<file path="src/rtl/bit_serial_add_ctrl.sv">
// Word-level sequencer around an external bit-serial full adder.
// Latches two operands, clears the adder carry, streams operand bits
// LSB-first, reassembles the serial sum and captures the final carry.
module bit_serial_add_ctrl #(
  parameter int WIDTH = 8,
  parameter int CNT_W = 5
) (
  input  logic             clk,
  input  logic             reset,
  input  logic             start,
  input  logic [WIDTH-1:0] op_a,
  input  logic [WIDTH-1:0] op_b,
  output logic             busy,
  output logic             done,
  output logic [WIDTH-1:0] sum,
  output logic             carry_out,
  output logic             ser_clear,
  output logic             ser_a,
  output logic             ser_b,
  input  logic             ser_s,
  input  logic             ser_cout
);

  typedef enum logic [1:0] {
    IDLE  = 2'd0,
    CLEAR = 2'd1,
    SHIFT = 2'd2,
    CARRY = 2'd3
  } state_t;

  state_t             state_reg, state_next;
  logic [WIDTH-1:0]   a_sh_reg, a_sh_next;
  logic [WIDTH-1:0]   b_sh_reg, b_sh_next;
  logic [WIDTH-1:0]   sum_reg, sum_next;
  logic [WIDTH-1:0]   sum_shifted;
  logic [CNT_W-1:0]   cnt_reg, cnt_next;
  logic               carry_reg, carry_next;
  logic               done_reg, done_next;

  // Sum register shifts right; the adder's sum bit enters at the MSB so
  // that after WIDTH shifts bit 0 of the operands lands at bit 0 of sum.
  genvar gi;
  generate
    for (gi = 0; gi < WIDTH - 1; gi++) begin : g_sum_shift
      assign sum_shifted[gi] = sum_reg[gi+1];
    end
  endgenerate
  assign sum_shifted[WIDTH-1] = ser_s;

  // The adder carry is forced clear while reset is asserted as well as in
  // CLEAR, so an aborted operation never leaks a carry into the next one.
  assign ser_clear = reset | (state_reg == CLEAR);
  assign busy      = (state_reg != IDLE);
  assign done      = done_reg;
  assign sum       = sum_reg;
  assign carry_out = carry_reg;

  // State register and datapath registers.
  always_ff @(posedge clk) begin
    if (reset) begin
      state_reg <= IDLE;
      a_sh_reg  <= '0;
      b_sh_reg  <= '0;
      sum_reg   <= '0;
      cnt_reg   <= '0;
      carry_reg <= 1'b0;
      done_reg  <= 1'b0;
    end else begin
      state_reg <= state_next;
      a_sh_reg  <= a_sh_next;
      b_sh_reg  <= b_sh_next;
      sum_reg   <= sum_next;
      cnt_reg   <= cnt_next;
      carry_reg <= carry_next;
      done_reg  <= done_next;
    end
  end

  // Next-state, datapath updates and serial outputs.
  always_comb begin
    state_next = state_reg;
    a_sh_next  = a_sh_reg;
    b_sh_next  = b_sh_reg;
    sum_next   = sum_reg;
    cnt_next   = cnt_reg;
    carry_next = carry_reg;
    done_next  = 1'b0;
    ser_a      = 1'b0;
    ser_b      = 1'b0;
    case (state_reg)
      IDLE: begin
        if (start) begin
          a_sh_next  = op_a;
          b_sh_next  = op_b;
          cnt_next   = '0;
          sum_next   = '0;
          carry_next = 1'b0;
          state_next = CLEAR;
        end
      end
      CLEAR: begin
        state_next = SHIFT;
      end
      SHIFT: begin
        ser_a     = a_sh_reg[0];
        ser_b     = b_sh_reg[0];
        a_sh_next = a_sh_reg >> 1;
        b_sh_next = b_sh_reg >> 1;
        sum_next  = sum_shifted;
        if (cnt_reg == CNT_W'(WIDTH - 1)) begin
          cnt_next   = '0;
          state_next = CARRY;
        end else begin
          cnt_next = cnt_reg + CNT_W'(1);
        end
      end
      CARRY: begin
        // Adder carry register now holds the carry out of bit WIDTH-1.
        carry_next = ser_cout;
        done_next  = 1'b1;
        state_next = IDLE;
      end
      default: begin
        state_next = IDLE;
      end
    endcase
  end

endmodule

</file>
<file path="config.mk">
export PLATFORM = sky130hd
export DESIGN_NAME = bit_serial_add_ctrl
export DESIGN_NICKNAME = d
export VERILOG_FILES = /design/src/rtl/bit_serial_add_ctrl.sv
export SDC_FILE = /design/constraint.sdc
export NUM_CORES = 1
export LEC_CHECK = 0
export BUFFER_PORTS_ARGS = -buffer_cell sky130_fd_sc_hd__buf_2
export CAP_MARGIN = 20
export CORE_MARGIN = 2
export CORE_UTILIZATION = 35
export DETAILED_ROUTE_END_ITERATION = 6
export RECOVER_POWER = 25
export SYNTH_ARGS = -nofsm -noshare
export SYNTH_HDL_FRONTEND = slang
export SYNTH_SLANG_ARGS = --single-unit
</file>
<file path="constraint.sdc">
create_clock -name clk -period 2.35 [get_ports clk]
set_input_delay 0.3525 -clock clk [delete_from_list [all_inputs] [get_ports clk]]
set_output_delay 0.3525 -clock clk [all_outputs]
set_load 0.05 [all_outputs]
</file>
Yosys cells after proc, flatten, opt, wreduce, memory -nomap -nowiden
Cells that the tools add are included.
{"block": "totals", "ff_bits": 33, "latch_bits": 0, "ram_bits": 0, "romBits": 0, "in_bits": 21, "out_inout_bits": 14, "mem_count": 0}
{"block": "classes", "n_addsub": 1, "multipliers": 0, "div": 0, "n_lt_le_gt_ge": 0, "n_eq_ne": 6, "shift": 0, "mux": 17, "bitwise": 1, "n_reduce_logical": 7}
{"op": "8-bit one-hot mux with 2 select lines", "n": 3}
{"op": "8-bit two-way mux", "n": 3}
{"op": "5-bit two-way mux", "n": 2}
{"op": "5-bit one-hot mux with 2 select lines", "n": 1}
{"op": "2-bit one-hot mux with 4 select lines", "n": 1}
{"op": "2-bit AND reduction", "n": 3}
{"op": "2-bit nonzero test", "n": 3}
{"op": "5-bit by 1-bit adder with 5-bit output, second input constant", "n": 1}
{"op": "5-bit by 3-bit == test with 1-bit output, second input constant", "n": 1}
{"op": "2-bit == test, second input constant", "n": 2}
{"op": "1-bit two-way mux", "n": 4}
{"op": "2-bit two-way mux", "n": 2}
{"op": "2-bit inequality test, second input constant", "n": 2}
{"op": "2-bit by 1-bit == test with 1-bit output, second input constant", "n": 1}
{"op": "2-bit zero test", "n": 1}
{"op": "1-bit one-hot mux with 2 select lines", "n": 1}
{"op": "1-bit OR", "n": 1}

Depth between registers and ports, before layout
{"block": "logic_depth", "word_depth": 3, "ltp_mapped": 8}

Worst setup path before layout
OpenSTA, ideal clock, no wires.
{"block": "synth_path", "path_kind": "register to output", "start": "register state_reg[0]", "end": "output port ser_a", "arrival_ns": 1.470, "required_time_ns": 1.997, "slack_ns": 0.527, "stages_incl_launch_ff": 6, "n_path_buf": 2, "cell_sequence": "dfxtp_1 -> inv_1 -> ha_1 -> buf_2 -> clkbuf_1 -> and2_1"}
{"block": "synth_via", "elab_chain_len": 2}
{"item": "start, declared", "line": "31", "text": "state_t state_reg, state_next;"}
{"item": "start signal, assigned", "line": "69", "text": "state_reg <= state_next;"}
{"item": "2-bit == test", "line": "90", "text": "case (state_reg)"}
{"item": "1-bit two-way mux", "line": "90"}
{"item": "end, declared", "line": "18", "text": "output logic ser_a,"}
No other way between the ends.

Worst setup path after layout
Same ends and word-level chain as after synthesis.

==> impl_table.tex <==
\begin{tabular}{lr}
\hline
Metric & Value \\
\hline
\multicolumn{2}{l}{\textbf{Power}} \\
Share of power burned in the clock network & 20.4\% \\
Pint & 1220 uW \\
Sequential power share & 36.5\% \\
Static Leakage & 0.000675 uW \\
Relative contribution of combinational cells to total power & 43.1\% \\
Switching pwr & 833 uW \\
P per Cell Area & 1190 nW/um2 \\
IR drop worst, VDD & 391 uV \\
Switching share of power & 40.5\% \\
\multicolumn{2}{l}{\textbf{Finish}} \\
Util after Layout & 43.2\% \\
Layout overhead on the synthesized area & 19.3\% \\
Antenna diode instance count & 0 \\
Number of nets in the final layout & 216 \\
Filler Cells Inserted & 411 \\
Share of layout cells above drive strength 1 & 19.5\% \\
\multicolumn{2}{l}{\textbf{Global route}} \\
Met3 Use GR & 4.11\% \\
Global-route wire length before repair & 4750 um \\
Total global routing track utilization & 14.0\% \\
Most used routing layer in global routing & met2 \\
Initial antenna violation count & 0 \\
Total congestion overflow after global routing & 0 \\
Global-route track usage on met1 & 17.7\% \\
Routing usage on met2 & 21.4\% \\
Pin count of the biggest net entering global routing & 34 \\
Vias in the first global route & 1,111 \\
\multicolumn{2}{l}{\textbf{Setup path}} \\
Critical Path Sink Type & output pin \\
Delay of the slowest critical-path stage & 0.49 ns \\
Crit path buffers/inverters & 2 \\
Crit path capture & ser\_a \\
R2r startpoint & state\_reg[0] \\
Critical path class & reg2out \\
Startpoint class of the critical path & flop \\
Cell breakdown of the critical path & inv\_1, ha\_1, and2\_1, buf\_2 \\
Critical Path Source & state\_reg[0] \\
End of the worst register-to-register path & b\_sh\_reg[2] \\
Master of the slowest instance on the critical path & sky130\_fd\_sc\_hd\_\_ha\_1 \\
Worst Path Arrival & 1.66 ns \\
Family with the most delay on the worst path & adder cells \\
Worst reg-to-reg path cell count & 6 \\
Logic depth of the worst setup path including buffers & 4 \\
Maximum fanout along the worst path & 13 \\
Required time of the worst setup path & 2.00 ns \\
Setup slack of the most critical reg-to-reg path & 0.37 ns \\
\multicolumn{2}{l}{\textbf{Yosys}} \\
Number of warnings printed during yosys synthesis & 0 \\
Proportion of synthesized chip area in sequential cells & 45.6\% \\
Synthesized area & 1450 um2 \\
Seq cells post-synth & 33 \\
Number of flops mapped to enable cells by yosys & 0 \\
Ys async rst share & 0\% \\
Mean instance size in the synthesized netlist & 9.22 um2 \\
Net count after synthesis & 183 \\
Most used flip-flop cell after synthesis & sky130\_fd\_sc\_hd\_\_dfxtp\_1 \\
Number of cells produced by synthesis & 157 \\
Cell variety after synth & 29 \\
\multicolumn{2}{l}{\textbf{Detailed routing}} \\
Routed vias/inst & 4.93 \\
DRC violations left & 0 \\
Vias after detailed routing & 1,182 \\
First-pass iteration count of the detailed router & 4 \\
Routed Wire Length & 2950 um \\
Number of nets with antenna violations after detailed routing & 0 \\
Wirelength per Cell & 12.3 um \\
Drt first-iter violations & 48 \\
\multicolumn{2}{l}{\textbf{Timing}} \\
Max-slew violation total from the final report & 0 \\
Max Fclk & 498 MHz \\
Share of the clock period used by the worst path after layout & 85.4\% \\
Final hold violations & 0 \\
Final count of negative-setup-slack endpoints & 0 \\
Tightest slew margin relative to the limit & 60.4\% \\
Fin Clk Skew & 0.00488 ns \\
Final critical delay including setup and external delays & 2.01 ns \\
Setup repair after global routing missed its margin & no \\
Worst Max-Slew Pin Slew & 0.597 ns \\
Final sum of negative setup slack & 0 ns \\
\multicolumn{2}{l}{\textbf{Clock network}} \\
Number of resized instances in the post-cts repair step & 0 \\
Max Buffers Root-to-Sink & 2 \\
Post-CTS setup repair buffer count & 0 \\
Cell at the root of the clock tree & sky130\_fd\_sc\_hd\_\_clkbuf\_8 \\
CTS buffer count & 5 \\
Clock slew seen by the registers of the worst setup and hold paths & 0.06 ns \\
CTS tree & done \\
Source-to-sink clock delay at the later pin of the worst-skew pair & 0.28 ns \\
Number of levels the H-tree was split into & 2 \\
Number of clock sinks & 33 \\
Number of hold-repair buffers added at the cts stage & 0 \\
\multicolumn{2}{l}{\textbf{Floorplan}} \\
Starting Density & 36.2\% \\
Die Height & 68.3 um \\
Overall die width & 68.3 um \\
Count of pins on the block boundary & 35 \\
Number of placement rows & 23 \\
Full die area & 4670 um2 \\
Floorplan core area & 4000 um2 \\
\multicolumn{2}{l}{\textbf{Place}} \\
Final weighted congestion in routability-driven placement & 0.677 \\
Placed wire-length estimate & 2060 um \\
IO buf count & 34 \\
\multicolumn{2}{l}{\textbf{Run}} \\
Max-cap viol count & 0 \\
\multicolumn{2}{l}{\textbf{Run status}} \\
Result of the run & completed \\
\multicolumn{2}{l}{\textbf{Hold path}} \\
Class of the tightest hold or removal check & in2reg \\
\hline
\end{tabular}
-- area by class of cell --
cell class,count,area (um2),share of cell area [%]
multi-input combinational,110,726,42.0
sequential,33,661,38.3
timing repair buffer,37,180,10.4
clock buffer,7,86.3,5.00
tap,50,62.6,3.62
inverter,3,11.3,0.652
-- layer usage --
layer  vias up  part of all wire (%)  wire (um)
li1        616                     -          -
met1       529                    48       1430
met2        32                    44       1310
met3         5                   5.8        170
met4         0                   1.5         43
met5         -                     0          0
-- placed cells by master (no fill, tap or decap), types with 4 or more instances in the layout --
cell type and n:
sky130_fd_sc_hd__clkbuf_1 11, sky130_fd_sc_hd__dfxtp_1 33, sky130_fd_sc_hd__buf_2 24, sky130_fd_sc_hd__clkbuf_8 6, sky130_fd_sc_hd__and2_1 4, sky130_fd_sc_hd__mux2i_1 15
sky130_fd_sc_hd__ha_1 5, sky130_fd_sc_hd__a211oi_1 14, sky130_fd_sc_hd__nor2_1 31, sky130_fd_sc_hd__nand2_1 5, sky130_fd_sc_hd__a22oi_1 12
-- how the worst min path moves through the flow --
stage | from | endpoint | slack, ns | cells after the start
floorplan | cnt_reg[4] | cnt_reg[4] | 0.45 | 2
global placement | carry_out | carry_out | 0.47 | 2
detailed placement | carry_out | carry_out | 0.48 | 2
CTS | op_b[7] | b_sh_reg[7] | 0.31 | 3
global route | op_a[7] | a_sh_reg[7] | 0.34 | 3
finish | op_b[7] | b_sh_reg[7] | 0.33 | 3
-- power groups by stage --
stage	logic (uW)	registers [uW]	clock network (uW)
2_1_floorplan	727	765	0
3_3_place_gp	867	762	0
3_5_place_dp	890	766	0
4_1_cts	894	752	439
5_1_grt	984	769	462
6_report	886	751	420
-- metrics by stage --
stage               hold WS [ns]  cell area (um2)  cells  power (uW)  setup slack [ns]
CTS                        0.313             1740    240        2090             0.333
finish                     0.326             1730    240        2060             0.342
global placement           0.468             1650    233        1630             0.488
global route               0.341             1730    240        2210             0.135
detailed placement         0.483             1650    233        1660             0.391
floorplan                  0.454             1450    157        1490             0.527
-- cells in the mapped netlist, types with 2 or more instances --
| cell type | instances | area, um2 |
|---|---|---|
| sky130_fd_sc_hd__nor3_1 | 2 | 10.0 |
| sky130_fd_sc_hd__nand3_1 | 2 | 10.0 |
| sky130_fd_sc_hd__inv_1 | 3 | 11.3 |
| sky130_fd_sc_hd__a21oi_1 | 3 | 15.0 |
| sky130_fd_sc_hd__and2_1 | 4 | 25.0 |
| sky130_fd_sc_hd__a22oi_1 | 12 | 90.1 |
| sky130_fd_sc_hd__ha_1 | 5 | 62.6 |
| sky130_fd_sc_hd__mux2i_1 | 15 | 150 |
| sky130_fd_sc_hd__dfxtp_1 | 33 | 661 |
| sky130_fd_sc_hd__clkbuf_1 | 6 | 22.5 |
| sky130_fd_sc_hd__nand2b_1 | 2 | 12.5 |
| sky130_fd_sc_hd__nand2_1 | 5 | 18.8 |
| sky130_fd_sc_hd__nor2_1 | 31 | 116 |
| sky130_fd_sc_hd__o21ai_0 | 3 | 15.0 |
| sky130_fd_sc_hd__a211oi_1 | 14 | 105 |
| sky130_fd_sc_hd__buf_2 | 4 | 20.0 |
-- worst reg2reg max path, cell delays in order, from the launching register on --
cell and delay (ns):
sky130_fd_sc_hd__dfxtp_1 0.34, sky130_fd_sc_hd__inv_1 0.09, sky130_fd_sc_hd__ha_1 0.49, sky130_fd_sc_hd__nor2_1 0.18, sky130_fd_sc_hd__nor2_4 0.47, sky130_fd_sc_hd__nor2_1 0.08, sky130_fd_sc_hd__a211oi_1 0.24
-- cells by family after synthesis --
group / share of synthesized area (%)
compound gates: 17.2
buf+inv: 4.24
flops: 45.6
mux: 10.4
fa+ha+maj: 4.32
simple gates: 18.2
No activity file was read; power rests on OpenSTA's default activity.
